**src/rtl/dot_product_pkg.sv**
```systemverilog
// Shared definitions for the dot-product sequencer: FSM state codes (exported
// on the stage output) and width-derivation helpers.
package dot_product_pkg;

  localparam int STAGE_WIDTH = 3;

  typedef enum logic [STAGE_WIDTH-1:0] {
    ST_IDLE  = 3'd0,
    ST_FETCH = 3'd1,
    ST_DRAIN = 3'd2,
    ST_WRITE = 3'd3,
    ST_DONE  = 3'd4
  } dp_state_e;

  // Accumulator width that can never overflow for vector_width full-scale products.
  function automatic int calc_result_width(input int data_width, input int vector_width);
    return 2 * data_width + $clog2(vector_width);
  endfunction

  function automatic int calc_index_width(input int vector_width);
    return (vector_width > 1) ? $clog2(vector_width) : 1;
  endfunction

endpackage

```
**src/rtl/dp_mac_accumulator.sv**
```systemverilog
// Unsigned multiply-accumulate register; clear has priority over a valid
// element pair arriving in the same cycle.
module dp_mac_accumulator
  import dot_product_pkg::*;
#(
  parameter int DATA_WIDTH   = 8,
  parameter int RESULT_WIDTH = 18
) (
  input  logic                    clk,
  input  logic                    rst,
  input  logic                    clear,
  input  logic                    valid,
  input  logic [DATA_WIDTH-1:0]   a,
  input  logic [DATA_WIDTH-1:0]   b,
  output logic [RESULT_WIDTH-1:0] acc
);

  logic [2*DATA_WIDTH-1:0] product_s;
  logic [RESULT_WIDTH-1:0] acc_r;

  assign product_s = {{DATA_WIDTH{1'b0}}, a} * {{DATA_WIDTH{1'b0}}, b};

  // Accumulator register
  always_ff @(posedge clk) begin
    if (rst) begin
      acc_r <= '0;
    end else if (clear) begin
      acc_r <= '0;
    end else if (valid) begin
      acc_r <= acc_r + RESULT_WIDTH'(product_s);
    end else begin
      acc_r <= acc_r;
    end
  end

  assign acc = acc_r;

endmodule

```
**src/rtl/dot_product_sequencer.sv**
```systemverilog
// Sequences one dot product: streams operand pairs from the A/B memories,
// accumulates them, writes the result to the next result-memory slot, pulses done.
module dot_product_sequencer
  import dot_product_pkg::*;
#(
  parameter int DATA_WIDTH      = 8,
  parameter int VECTOR_WIDTH    = 4,
  parameter int ADDR_WIDTH      = 5,
  parameter int RESULT_WIDTH    = calc_result_width(DATA_WIDTH, VECTOR_WIDTH),
  parameter int MEM3_ADDR_WIDTH = 4
) (
  input  logic                       clk,
  input  logic                       rst,
  input  logic                       start,
  input  logic                       clear_results,
  input  logic [ADDR_WIDTH-1:0]      base_addr,
  output logic                       busy,
  output logic                       done,
  output logic [2:0]                 stage,
  output logic                       mem_rd_en,
  output logic [ADDR_WIDTH-1:0]      mem_rd_addr,
  input  logic [DATA_WIDTH-1:0]      mem_a_data,
  input  logic [DATA_WIDTH-1:0]      mem_b_data,
  output logic                       res_wr_en,
  output logic [MEM3_ADDR_WIDTH-1:0] res_wr_addr,
  output logic [DATA_WIDTH-1:0]      res_wr_data,
  output logic [RESULT_WIDTH-1:0]    dot_result,
  output logic [MEM3_ADDR_WIDTH:0]   result_count,
  output logic                       overflow
);

  localparam int IDX_WIDTH = calc_index_width(VECTOR_WIDTH);
  localparam logic [IDX_WIDTH-1:0] LAST_IDX = IDX_WIDTH'(VECTOR_WIDTH - 1);
  localparam logic [MEM3_ADDR_WIDTH:0] FULL_COUNT = {1'b1, {MEM3_ADDR_WIDTH{1'b0}}};

  dp_state_e                  state_r;
  dp_state_e                  next_state_s;
  logic                       accept_s;
  logic                       clear_res_s;
  logic                       fetch_s;
  logic                       write_s;
  logic [ADDR_WIDTH-1:0]      base_r;
  logic [IDX_WIDTH-1:0]       idx_r;
  logic                       rd_valid_r;
  logic [MEM3_ADDR_WIDTH-1:0] ptr_r;
  logic [MEM3_ADDR_WIDTH:0]   count_r;
  logic                       overflow_r;
  logic [RESULT_WIDTH-1:0]    dot_result_r;
  logic [RESULT_WIDTH-1:0]    acc_s;

  // State register
  always_ff @(posedge clk) begin
    if (rst) begin
      state_r <= ST_IDLE;
    end else begin
      state_r <= next_state_s;
    end
  end

  // Next-state and control decode; start/clear are only looked at in IDLE
  always_comb begin
    next_state_s = state_r;
    accept_s     = 1'b0;
    clear_res_s  = 1'b0;
    case (state_r)
      ST_IDLE: begin
        if (clear_results) begin
          clear_res_s = 1'b1;
        end else begin
          clear_res_s = 1'b0;
        end
        if (start) begin
          accept_s     = 1'b1;
          next_state_s = ST_FETCH;
        end else begin
          next_state_s = ST_IDLE;
        end
      end
      ST_FETCH: begin
        if (idx_r == LAST_IDX) begin
          next_state_s = ST_DRAIN;
        end else begin
          next_state_s = ST_FETCH;
        end
      end
      ST_DRAIN: next_state_s = ST_WRITE;
      ST_WRITE: next_state_s = ST_DONE;
      ST_DONE:  next_state_s = ST_IDLE;
      default:  next_state_s = ST_IDLE;
    endcase
  end

  assign fetch_s = (state_r == ST_FETCH);
  assign write_s = (state_r == ST_WRITE);

  // Operand base latch and element index
  always_ff @(posedge clk) begin
    if (rst) begin
      base_r <= '0;
      idx_r  <= '0;
    end else if (accept_s) begin
      base_r <= base_addr;
      idx_r  <= '0;
    end else if (fetch_s) begin
      idx_r  <= idx_r + IDX_WIDTH'(1'b1);
    end else begin
      idx_r  <= idx_r;
    end
  end

  // Read data arrives one cycle after the strobe, so qualify the MAC with a delayed copy
  always_ff @(posedge clk) begin
    if (rst) begin
      rd_valid_r <= 1'b0;
    end else begin
      rd_valid_r <= fetch_s;
    end
  end

  dp_mac_accumulator #(
    .DATA_WIDTH   (DATA_WIDTH),
    .RESULT_WIDTH (RESULT_WIDTH)
  ) u_mac (
    .clk   (clk),
    .rst   (rst),
    .clear (accept_s),
    .valid (rd_valid_r),
    .a     (mem_a_data),
    .b     (mem_b_data),
    .acc   (acc_s)
  );

  // Result pointer, saturating count and sticky overflow
  always_ff @(posedge clk) begin
    if (rst) begin
      ptr_r        <= '0;
      count_r      <= '0;
      overflow_r   <= 1'b0;
      dot_result_r <= '0;
    end else if (clear_res_s) begin
      ptr_r        <= '0;
      count_r      <= '0;
      overflow_r   <= 1'b0;
      dot_result_r <= dot_result_r;
    end else if (write_s) begin
      ptr_r        <= ptr_r + MEM3_ADDR_WIDTH'(1'b1);
      dot_result_r <= acc_s;
      if (count_r == FULL_COUNT) begin
        count_r    <= count_r;
        overflow_r <= 1'b1;
      end else begin
        count_r    <= count_r + (MEM3_ADDR_WIDTH + 1)'(1'b1);
        overflow_r <= overflow_r;
      end
    end else begin
      ptr_r        <= ptr_r;
      count_r      <= count_r;
      overflow_r   <= overflow_r;
      dot_result_r <= dot_result_r;
    end
  end

  assign busy         = (state_r == ST_FETCH) || (state_r == ST_DRAIN) || (state_r == ST_WRITE);
  assign done         = (state_r == ST_DONE);
  assign stage        = state_r;
  assign mem_rd_en    = fetch_s;
  assign mem_rd_addr  = fetch_s ? (base_r + ADDR_WIDTH'(idx_r)) : '0;
  assign res_wr_en    = write_s;
  assign res_wr_addr  = write_s ? ptr_r : '0;
  assign res_wr_data  = write_s ? acc_s[DATA_WIDTH-1:0] : '0;
  assign dot_result   = dot_result_r;
  assign result_count = count_r;
  assign overflow     = overflow_r;

endmodule

```
**config.mk**
```make
export PLATFORM = sky130hd
export DESIGN_NAME = dot_product_sequencer
export DESIGN_NICKNAME = d
export VERILOG_FILES = /design/src/rtl/dot_product_pkg.sv /design/src/rtl/dp_mac_accumulator.sv /design/src/rtl/dot_product_sequencer.sv
export SDC_FILE = /design/constraint.sdc
export NUM_CORES = 1
export LEC_CHECK = 0
export ABC_AREA = 1
export CORE_MARGIN = 10
export CORE_UTILIZATION = 30
export DETAILED_ROUTE_END_ITERATION = 10
export DONT_BUFFER_PORTS = 1
export GPL_ROUTABILITY_DRIVEN = 0
export SYNTH_ARGS = -nofsm -noshare
export SYNTH_HDL_FRONTEND = slang
export SYNTH_HIERARCHICAL = 1
export SYNTH_SLANG_ARGS = --single-unit
```
**constraint.sdc**
```tcl
create_clock -name clk -period 5.6 [get_ports clk]
set_clock_uncertainty 0.2 [all_clocks]
set_input_delay 0.84 -clock clk [delete_from_list [all_inputs] [get_ports clk]]
set_output_delay 0.84 -clock clk [all_outputs]
set_load 0.1 [all_outputs]
```
==> impl_results.md, run 1 <==
* Status: completed
* Metal2 WL at 5.39 mm
* Hold crit path type: flop to flop
* Most frequent cells in the layout: inv_1 (203), nand2_1 (187), nor2_1 (57), dfxtp_1 (57), fa_1 (51)
* Post-CTS resize count at 0
* Vias per inst at 4.34
* Multi-input gate area at 3370 µm²
* Die extent in y at 154 µm
* Crit end category: output port
* Number of buffers created by CTS at 9
* Post-CTS Repair Setup Buffers at 0
* Routed Wire Length at 12.9 mm
* Worst path required time at 4.56 ns
* Synthesized instance count at 773
* CTS Sinks at 57
* Initial Util at 30.3%
* Overall Global Routing Usage at 11.1%
* Max transition margin at 21.1%
* Worst-margin pin slew at 1.18 ns
* Maximum vdd ir drop at 0.151 mV
* Top Layer Used: met4
* Crit path launch type: flop
* Final net count at 881
* Clk slew on worst S/H paths at 0.05 ns
* Met3 Routed Length at 928 µm
* Syn Std Cell Area at 5410 µm²
* CTS max path bufs at 2
* Hpwl dp at 10.8 mm
* CP top delay family: buffers and inverters
* YS warnings at 6
* DRC at 0
* Max_cap viols at 0
* DRT iter0 DRCs at 151
* Power consumption at 1.83 mW
* Critical path arrival at 3.36 ns
* Final period util at 78.6%
* Syn avg cell area at 6.99 µm²
* Fillers at 1884
* P&R area growth vs syn at 9.65%
* Initial antenna violation count at 0
* Vias in the first global route at 4302
* Final setup viols at 0
* Minimum clock period at 4.40 ns
* Critical path's largest stage delay at 1.09 ns
* Leak at 3.26 nW
* Buffer and inverter count on the worst path at 2
* CORE AREA at 17800 µm²
* Largest net degree at the start of global routing at 29
* Worst-path cell chain: nand3_4, inv_4, nand2_1, inv_1
* Ys flop type: dfxtp_1
* Htree depth at 3
* Die Area at 23800 µm²
* Number of port buffers at 0
* I/O pin count at 73
* Fraction of registers with async set/reset at 0%
* Detailed Routing Iterations Pass 1 at 4
* Die Width at 154 µm
* Syn nets at 895
* Wire length on met1 at 6.50 mm
* Root Buffer: clkbuf_16
* GR Overflow Total at 0
* Final setup TNS at 0 ns
* Ant. Diodes at 0
* Wirelength per Cell at 13.0 µm
* Register area share after synthesis at 21.1%
* Share of cells above drive strength 1 at 7.72%
* Routed Antenna Nets at 0
* Worst-Skew Late Latency at 0.33 ns
* Worst setup path class: flop to output port
* CTS tree: done
* CP max stage cell: dfxtp_1
* Yosys reg bits at 57
* Max Transition Viols Final at 0
* Post-synth EDFFs at 0
* # hold bufs at CTS at 0
* Crit Path Max Fanout at 28
* Placement row count at 49
* Routed vias at 4306
* Commonest non-fill, non-tap cell in the layout: inv_1
* First-pass GRT wire length at 21.8 mm
* Pwr Density at 309 nW/µm²
* Final hold violation count at 0
* RSZ-0062 raised after global routing: false
* Fmax at 227 MHz
* Reg area at 1140 µm²
* Post-synth cell types at 31
==> routing by layer <==
metal,vias to the layer above,GRT usage (%)
li1,2236,-
met1,1955,15.2
met2,105,16.8
met3,10,2.88
met4,0,3.28
met5,-,0
==> worst register-to-register path, delay by kind of cell, from the launching register on <==
family	cells	cell delay, ns
fa+ha+maj	5	2.42
simple gates	8	0.77
flops	1	0.36
buf+inv	5	0.30
==> flip-flops by register name, summed over array words and instances (netlist names) <==
signal        cells
u_mac/acc        18
overflow          1
result_count      5
rd_valid_r        1
ptr_r             4
idx_r             2
base_r            5
stage             3
dot_result       18
==> area by class of cell <==
| class | instances | area share [%] |
|---|---|---|
| repair buffers | 4 | 0.802 |
| multi-input cells | 481 | 56.8 |
| well taps | 229 | 4.83 |
| inverters | 206 | 13.1 |
| flip-flops and latches | 57 | 19.2 |
| clock inverters | 2 | 0.591 |
| clock buffers | 14 | 4.62 |
==> Yosys cell counts, types with 2 or more instances <==
cell type	n	area share, %
nand2_1	187	13
xor2_1	8	1.3
a21oi_1	34	3.1
a21oi_2	8	1.3
a211oi_1	4	0.56
o21ai_0	23	2.1
nand3_2	3	0.56
inv_1	203	14
ha_1	46	11
dfxtp_1	57	21
nand4_1	5	0.58
clkbuf_1	17	1.2
fa_1	51	19
nand3_1	25	2.3
o21ai_1	2	0.19
buf_6	3	0.62
nor2_2	4	0.46
nand2_2	10	1.2
buf_2	6	0.56
nor2_1	65	4.5
inv_2	2	0.14
==> kinds of logic after synthesis <==
kind of cell | count (synthesis) | share of synthesized area (%)
and+or+nand+nor | 304 | 23.4
buffers and inverters | 235 | 17.2
adders and majority gates | 97 | 29.5
AOI/OAI and AO/OA | 71 | 7.31
DFF | 57 | 21.1
xor gates and xnor gates | 9 | 1.46
==> per-stage QoR <==
stage	setup WS, ns	cell area, µm²	hold WS, ns	util (%)	cells
floorplan	0.946	5410	0.242	-	773
global placement	1.02	5620	0.256	31.5	977
detailed placement	0.996	5620	0.257	31.5	977
CTS	1.09	5930	0.267	33.2	993
global route	0.979	5930	0.296	33.2	993
finish	1.20	5930	0.264	33.2	993
==> where the power goes <==
group	total, mW	leakage (nW)	switching, mW	internal, mW
Clock	0.563	0.153	0.183	0.380
Sequential	0.428	0.462	0.0105	0.418
Combinational	0.843	2.65	0.538	0.305
==> worst paths after layout <==
kind | from | to | slack, ns | cells past startpoint
worst max-delay path | stage[1] | res_wr_data[7] | 1.20 | 4
worst min-delay path | base_r[0] | base_r[0] | 0.26 | 2
worst max register to register | u_mac/acc[6] | u_mac/acc[13] | 1.45 | 18
worst min register to register | base_r[0] | base_r[0] | 0.26 | 2
(Power assumes the default switching activity.)
==> run 2: changes to the inputs <==
Clock period 5.6 ns to 3.6 ns, I/O delays scaled along.
==> run 2 against run 1 <==
Net effect: the flow now finishes with violations (negative setup slack); routed wire length is 0.49% lower; cell count is 4.6% higher; via count is 3.9% higher; largest cell class unchanged.
==> impl_results.md, run 2 (same netlist as run 1, synthesis figures left out) <==
* RR Startpoint: u_mac/acc[6]
* Final net count at 928 (+5.3%)
* Max transition margin at 30.0% (+8.8 points)
* Power consumption at 3.41 mW (+86%)
* I/O pin count at 73 (unchanged)
* Final hold violation count at 0 (unchanged)
* Ant. Diodes at 0 (unchanged)
* Final setup viols at 12 (+12)
* First-pass GRT wire length at 21.6 mm (-1.2%)
* Crit path launch type: flop
* Worst setup path class: flop to flop
* DRT iter0 DRCs at 201 (+33%)
* Hpwl dp at 10.7 mm (-0.76%)
* Crit end category: flop
* Post-layout util at 37.4% (+4.2 points)
* Vias per inst at 4.31 (-0.65%)
* Worst hold stages at 1 (-1)
* Die Width at 154 µm (unchanged)
* RSZ-0062 raised after global routing: true
* Die extent in y at 154 µm (unchanged)
* Int Power at 2.02 mW (+83%)
* Worst reg-to-reg path cell count at 18 (unchanged)
* Initial Util at 30.3% (unchanged)
* WHS at 0.0752 ns (-0.189 ns)
* Violated checks: negative setup slack
* Worst-Skew Late Latency at 0.32 ns (about the same)
* Placement row count at 49 (unchanged)
* Commonest non-fill, non-tap cell in the layout: inv_1
* Fillers at 1861 (-1.2%)
* Hold crit path type: input pin to flop
* Share of total power in combinational logic at 58.3% (+12 points)
* WHS Endpoint: dot_result[6]
* Routed vias at 4476 (+3.9%)
* Number of port buffers at 0 (unchanged)
* Max_cap viols at 0 (unchanged)
* Worst path required time at 3.62 ns (-0.94 ns)
* Clock share of power at 22.1% (-8.6 points)
* Routed Antenna Nets at 0 (unchanged)
* Crit path from: u_mac/acc[6]
* Share of cells above drive strength 1 at 21.0% (+13 points)
* Number of buffers created by CTS at 9 (unchanged)
* Final period util at 106%
* Die Area at 23800 µm² (unchanged)
* # hold bufs at CTS at 0 (unchanged)
* Min-delay src: rst
* Crit Path Max Fanout at 5 (-82%)
* DP Cell Count at 1021 (+4.5%)
* Largest net degree at the start of global routing at 29 (unchanged)
* R2R Setup Slk at -0.22 ns (-1.67 ns)
* Detailed Routing Iterations Pass 1 at 4 (unchanged)
* Switching share of power at 40.8% (+0.95 points)
* Overall Global Routing Usage at 10.9% (-0.23 points)
* CTS tree: done
* P&R area growth vs syn at 23.6%
* Wirelength per Cell at 12.4 µm (-4.9%)
* Register share of total power at 19.6% (-3.7 points)
* CTS Sinks at 57 (unchanged)
* Net Switching at 1.39 mW (+90%)
* Pwr Density at 511 nW/µm² (+65%)
* Maximum vdd ir drop at 0.254 mV (+68%)
* Htree depth at 3 (unchanged)
* Root Buffer: clkbuf_16
* Most frequent cells in the layout: inv_1 (190), nand2_1 (163), nor2_1 (55)
* GR Overflow Total at 0 (unchanged)
* Status: finished with violations
* CORE AREA at 17800 µm² (unchanged)
* Initial antenna violation count at 0 (unchanged)
* Routed Wire Length at 12.9 mm (-0.49%)
* Vias in the first global route at 4245 (-1.3%)
* Leak at 3.54 nW (+8.5%)
* DRC at 0 (unchanged)
* Minimum clock period at 3.82 ns
* Max Transition Viols Final at 0 (unchanged)
* Worst-margin pin slew at 1.05 ns (-0.132 ns)
* Final Non-Filler Cells at 1039 (+4.6%)
* Fmax at 262 MHz
* Setup WS post-layout at -0.218 ns (-1.42 ns)
* Critical path arrival at 3.84 ns (+0.48 ns)
* R2R Path End: u_mac/acc[17]
* Clk slew on worst S/H paths at 0.05 ns (about the same)
* CTS max path bufs at 2 (unchanged)
-- run 2: through the flow --
| step | setup WS [ns] | instance area (µm²) | setup TNS [ns] |
|---|---|---|---|
| floorplan | -0.399 | 5850 | -3.73 |
| global placement | -0.396 | 6280 | -3.79 |
| detailed placement | -0.411 | 6280 | -4.12 |
| CTS | -0.217 | 6590 | -1.73 |
| global route | -0.364 | 6680 | -3.34 |
| finish | -0.218 | 6680 | -1.66 |
-- run 2: final cells by class --
| type | instances | area [µm²] | area share (%) |
|---|---|---|---|
| flip-flops and latches | 57 | 1140 | 17.1 |
| well taps | 229 | 287 | 4.29 |
| repair buffers | 51 | 524 | 7.85 |
| multi-input cells | 481 | 3680 | 55.1 |
| clock inverters | 3 | 17.5 | 0.262 |
| clock buffers | 12 | 246 | 3.69 |
| inverters | 206 | 781 | 11.7 |
-- run 2: per-layer routing --
metal	wire, µm	GRT usage, %	up-vias	share of wire (%)
met5	0	0	-	0
met1	6320	15.4	2025	49
met3	1030	2.86	10	8.0
met2	5390	15.8	108	42
met4	131	3.10	0	1.0
li1	-	-	2333	-
-- run 2: power groups by stage --
stage / combinational [mW] / clock, mW / sequential, mW
2_1_floorplan: 1.40 / 0 / 0.681
3_3_place_gp: 1.79 / 0 / 0.680
3_5_place_dp: 1.80 / 0 / 0.680
4_1_cts: 1.87 / 0.782 / 0.668
5_1_grt: 2.22 / 0.803 / 0.671
6_report: 1.99 / 0.753 / 0.669
-- run 2: what timing repair did --
item | in CTS | in global routing
buffers inserted | 1 | 2
pin swaps | 7 | 29
setup endpoints to repair | 12 | 13
cloned | 0 | 0
gates resized for setup | 13 | 22
endpoints found under the hold margin | 0 | 0
-- run 2: worst max path at each step --
stage	to	slack [ns]
finish	u_mac/acc[17]	-0.22
global route	u_mac/acc[13]	-0.36
CTS	u_mac/acc[16]	-0.22
detailed placement	u_mac/acc[17]	-0.41
global placement	u_mac/acc[16]	-0.40
floorplan	u_mac/acc[17]	-0.40
-- run 2: worst max-delay path: stages, from the launching register on --
cell and delay (ns):
dfxtp_2 0.34, inv_4 0.05, fa_1 0.51, inv_2 0.04, fa_1 0.47, inv_1 0.05, fa_1 0.45, fa_1 0.53
inv_2 0.05, ha_4 0.26, or2_0 0.23, nand3_1 0.10, nand2_2 0.08, nand2_1 0.09, nand2_1 0.05, nand2_1 0.05
nand3_1 0.06, nand2_1 0.09, inv_1 0.03
==> run 3: changes to the inputs <==
Settings changed: ABC_CLOCK_PERIOD_IN_PS set to 3600, HOLD_SLACK_MARGIN set to 0.15.
==> run 3 against run 2 <==
Net effect: the flow still finishes with violations (negative setup slack); sequential power about the same; setup slack improved by 0.0012 ns; die area is the same; first-iteration DRC count rose by 7.0%; flip-flop and latch count unchanged; utilization grew 0.11 points; count of clock-buffer cells in the layout did not move; maximum frequency about the same; critical path depth stayed put; clock power barely moved.
==> impl_results.md, run 3 (same netlist as run 1, synthesis figures left out) <==
* Hold crit path type: input pin to flop
* Hpwl dp at 10.7 mm (unchanged)
* Routed vias at 4493 (+0.38%)
* Vias in the first global route at 4260 (+0.35%)
* P&R area growth vs syn at 23.9%
* Routed Wire Length at 13.0 mm (+0.80%)
* Worst setup path class: flop to flop
* Final net count at 930 (+0.22%)
* Root Buffer: clkbuf_16
* Worst path required time at 3.62 ns (about the same)
* Die Width at 154 µm (unchanged)
* Detailed Routing Iterations Pass 1 at 4 (unchanged)
* Htree depth at 3 (unchanged)
* R2R Setup Slk at -0.22 ns (about the same)
* Crit Path Max Fanout at 5 (unchanged)
* Worst-path cell chain: inv_4, fa_1, inv_2, fa_1, inv_1, fa_1, fa_1, inv_2, ha_4, or2_0, nand3_1, nand2_2, nand2_1, nand2_1, nand2_1, nand3_1, nand2_1, inv_1
* Max_cap viols at 0 (unchanged)
* Placement row count at 49 (unchanged)
* Design area at 6700 µm² (+0.30%)
* CP max stage cell: fa_1
* Worst-Skew Late Latency at 0.32 ns (about the same)
* DP Cell Count at 1021 (unchanged)
* Power consumption at 3.41 mW (about the same)
* Fmax at 262 MHz (about the same)
* Final period util at 106% (about the same)
* Wirelength per Cell at 12.5 µm (+0.61%)
* Routed Antenna Nets at 0 (unchanged)
* Crit path launch type: flop
* CORE AREA at 17800 µm² (unchanged)
* Crit end category: flop
* Die Area at 23800 µm² (unchanged)
* Share of cells above drive strength 1 at 20.9% (-0.052 points)
* CP top delay family: adder cells
* Pwr Density at 510 nW/µm² (-0.21%)
* Maximum vdd ir drop at 0.253 mV (-0.13%)
* Overall Global Routing Usage at 10.9% (+0.054 points)
* GR Overflow Total at 0 (unchanged)
* Most frequent cells in the layout: inv_1 (190), nand2_1 (163), nor2_1 (55)
* Number of buffers created by CTS at 9 (unchanged)
* Vias per inst at 4.32 (+0.19%)
* Leak at 3.55 nW (+0.24%)
* Final setup viols at 12 (unchanged)
* Clk slew on worst S/H paths at 0.05 ns (about the same)
* I/O pin count at 73 (unchanged)
* Max transition margin at 30.0% (about the same)
* Critical path arrival at 3.84 ns (about the same)
* Violated checks: negative setup slack
* RSZ-0062 raised after global routing: true
* Initial Util at 30.3% (unchanged)
* Largest net degree at the start of global routing at 29 (unchanged)
* Critical path's largest stage delay at 0.53 ns (about the same)
* Setup WS post-layout at -0.217 ns (+0.00116 ns)
* Worst-margin pin slew at 1.05 ns (+0.00000101 ns)
* Ant. Diodes at 0 (unchanged)
* CTS max path bufs at 2 (unchanged)
* Final hold violation count at 0 (unchanged)
* Initial antenna violation count at 0 (unchanged)
* Post-DP Area at 6280 µm² (unchanged)
* Minimum clock period at 3.82 ns (-0.00116 ns)
* CTS Sinks at 57 (unchanged)
* Die extent in y at 154 µm (unchanged)
* DRC at 0 (unchanged)
* First-pass GRT wire length at 21.7 mm (+0.48%)
* Number of port buffers at 0 (unchanged)
* Status: finished with violations
* Final Non-Filler Cells at 1041 (+0.19%)
* DRT iter0 DRCs at 215 (+7.0%)
* CTS tree: done
* Max Transition Viols Final at 0 (unchanged)
* Buffer and inverter count on the worst path at 5 (unchanged)
* Commonest non-fill, non-tap cell in the layout: inv_1
run 3: final timing paths:
kind	startpoint	to	depth (start not counted)
setup reg to reg	u_mac/acc[6]	u_mac/acc[17]	18
setup / recovery	u_mac/acc[6]	u_mac/acc[17]	18
hold reg to reg	base_r[0]	base_r[0]	2
hold / removal	base_addr[3]	base_r[3]	2
run 3: worst register-to-register path, delay by kind of cell (launching register included):
kind          cells  cell delay [ns]
fa+ha+maj         5             2.22
simple gates      8             0.75
flops             1             0.34
buf+inv           5             0.22
run 3: power breakdown:
| part | total (mW) | switching, mW | internal, mW |
|---|---|---|---|
| registers | 0.669 | 0.0187 | 0.651 |
| logic | 1.99 | 1.10 | 0.892 |
| clock network | 0.751 | 0.275 | 0.477 |
| total | 3.41 | 1.39 | 2.02 |
run 3: what timing repair did:
item / in CTS / in global routing
setup buffers: 1 / 2
setup endpoints to repair: 12 / 13
pin swaps: 7 / 29
hold endpoints to repair: 12 / 0
hold buffers: 2 / 0
gates resized for setup: 13 / 22
run 3: layout make-up:
type / count / area (µm²)
Inverter: 206 / 781
Tap cell: 229 / 287
Sequential cell: 57 / 1140
Timing Repair Buffer: 53 / 544
Clock buffer: 12 / 246
Clock inverter: 3 / 17.5
Multi-Input combinational cell: 481 / 3680
Fill cell: 1859 / 11100
run 3: per-layer routing:
metal | GRT usage [%] | vias up | share of wire (%) | wire length (µm)
li1 | - | 2339 | - | -
met5 | 0 | - | 0 | 0
met2 | 15.9 | 106 | 42 | 5400
met4 | 3.10 | 0 | 1.0 | 133
met3 | 2.86 | 12 | 6.8 | 877
met1 | 15.5 | 2036 | 51 | 6570
run 3: per-stage QoR:
step                TNS, ns  setup WS, ns  utilization [%]  hold slack [ns]
floorplan             -3.73        -0.399                -            0.242
global placement      -3.79        -0.396             35.2            0.255
detailed placement    -4.12        -0.411             35.2            0.260
CTS                   -1.73        -0.217             37.0            0.184
global route          -3.34        -0.364             37.6            0.224
finish                -1.66        -0.217             37.6            0.208
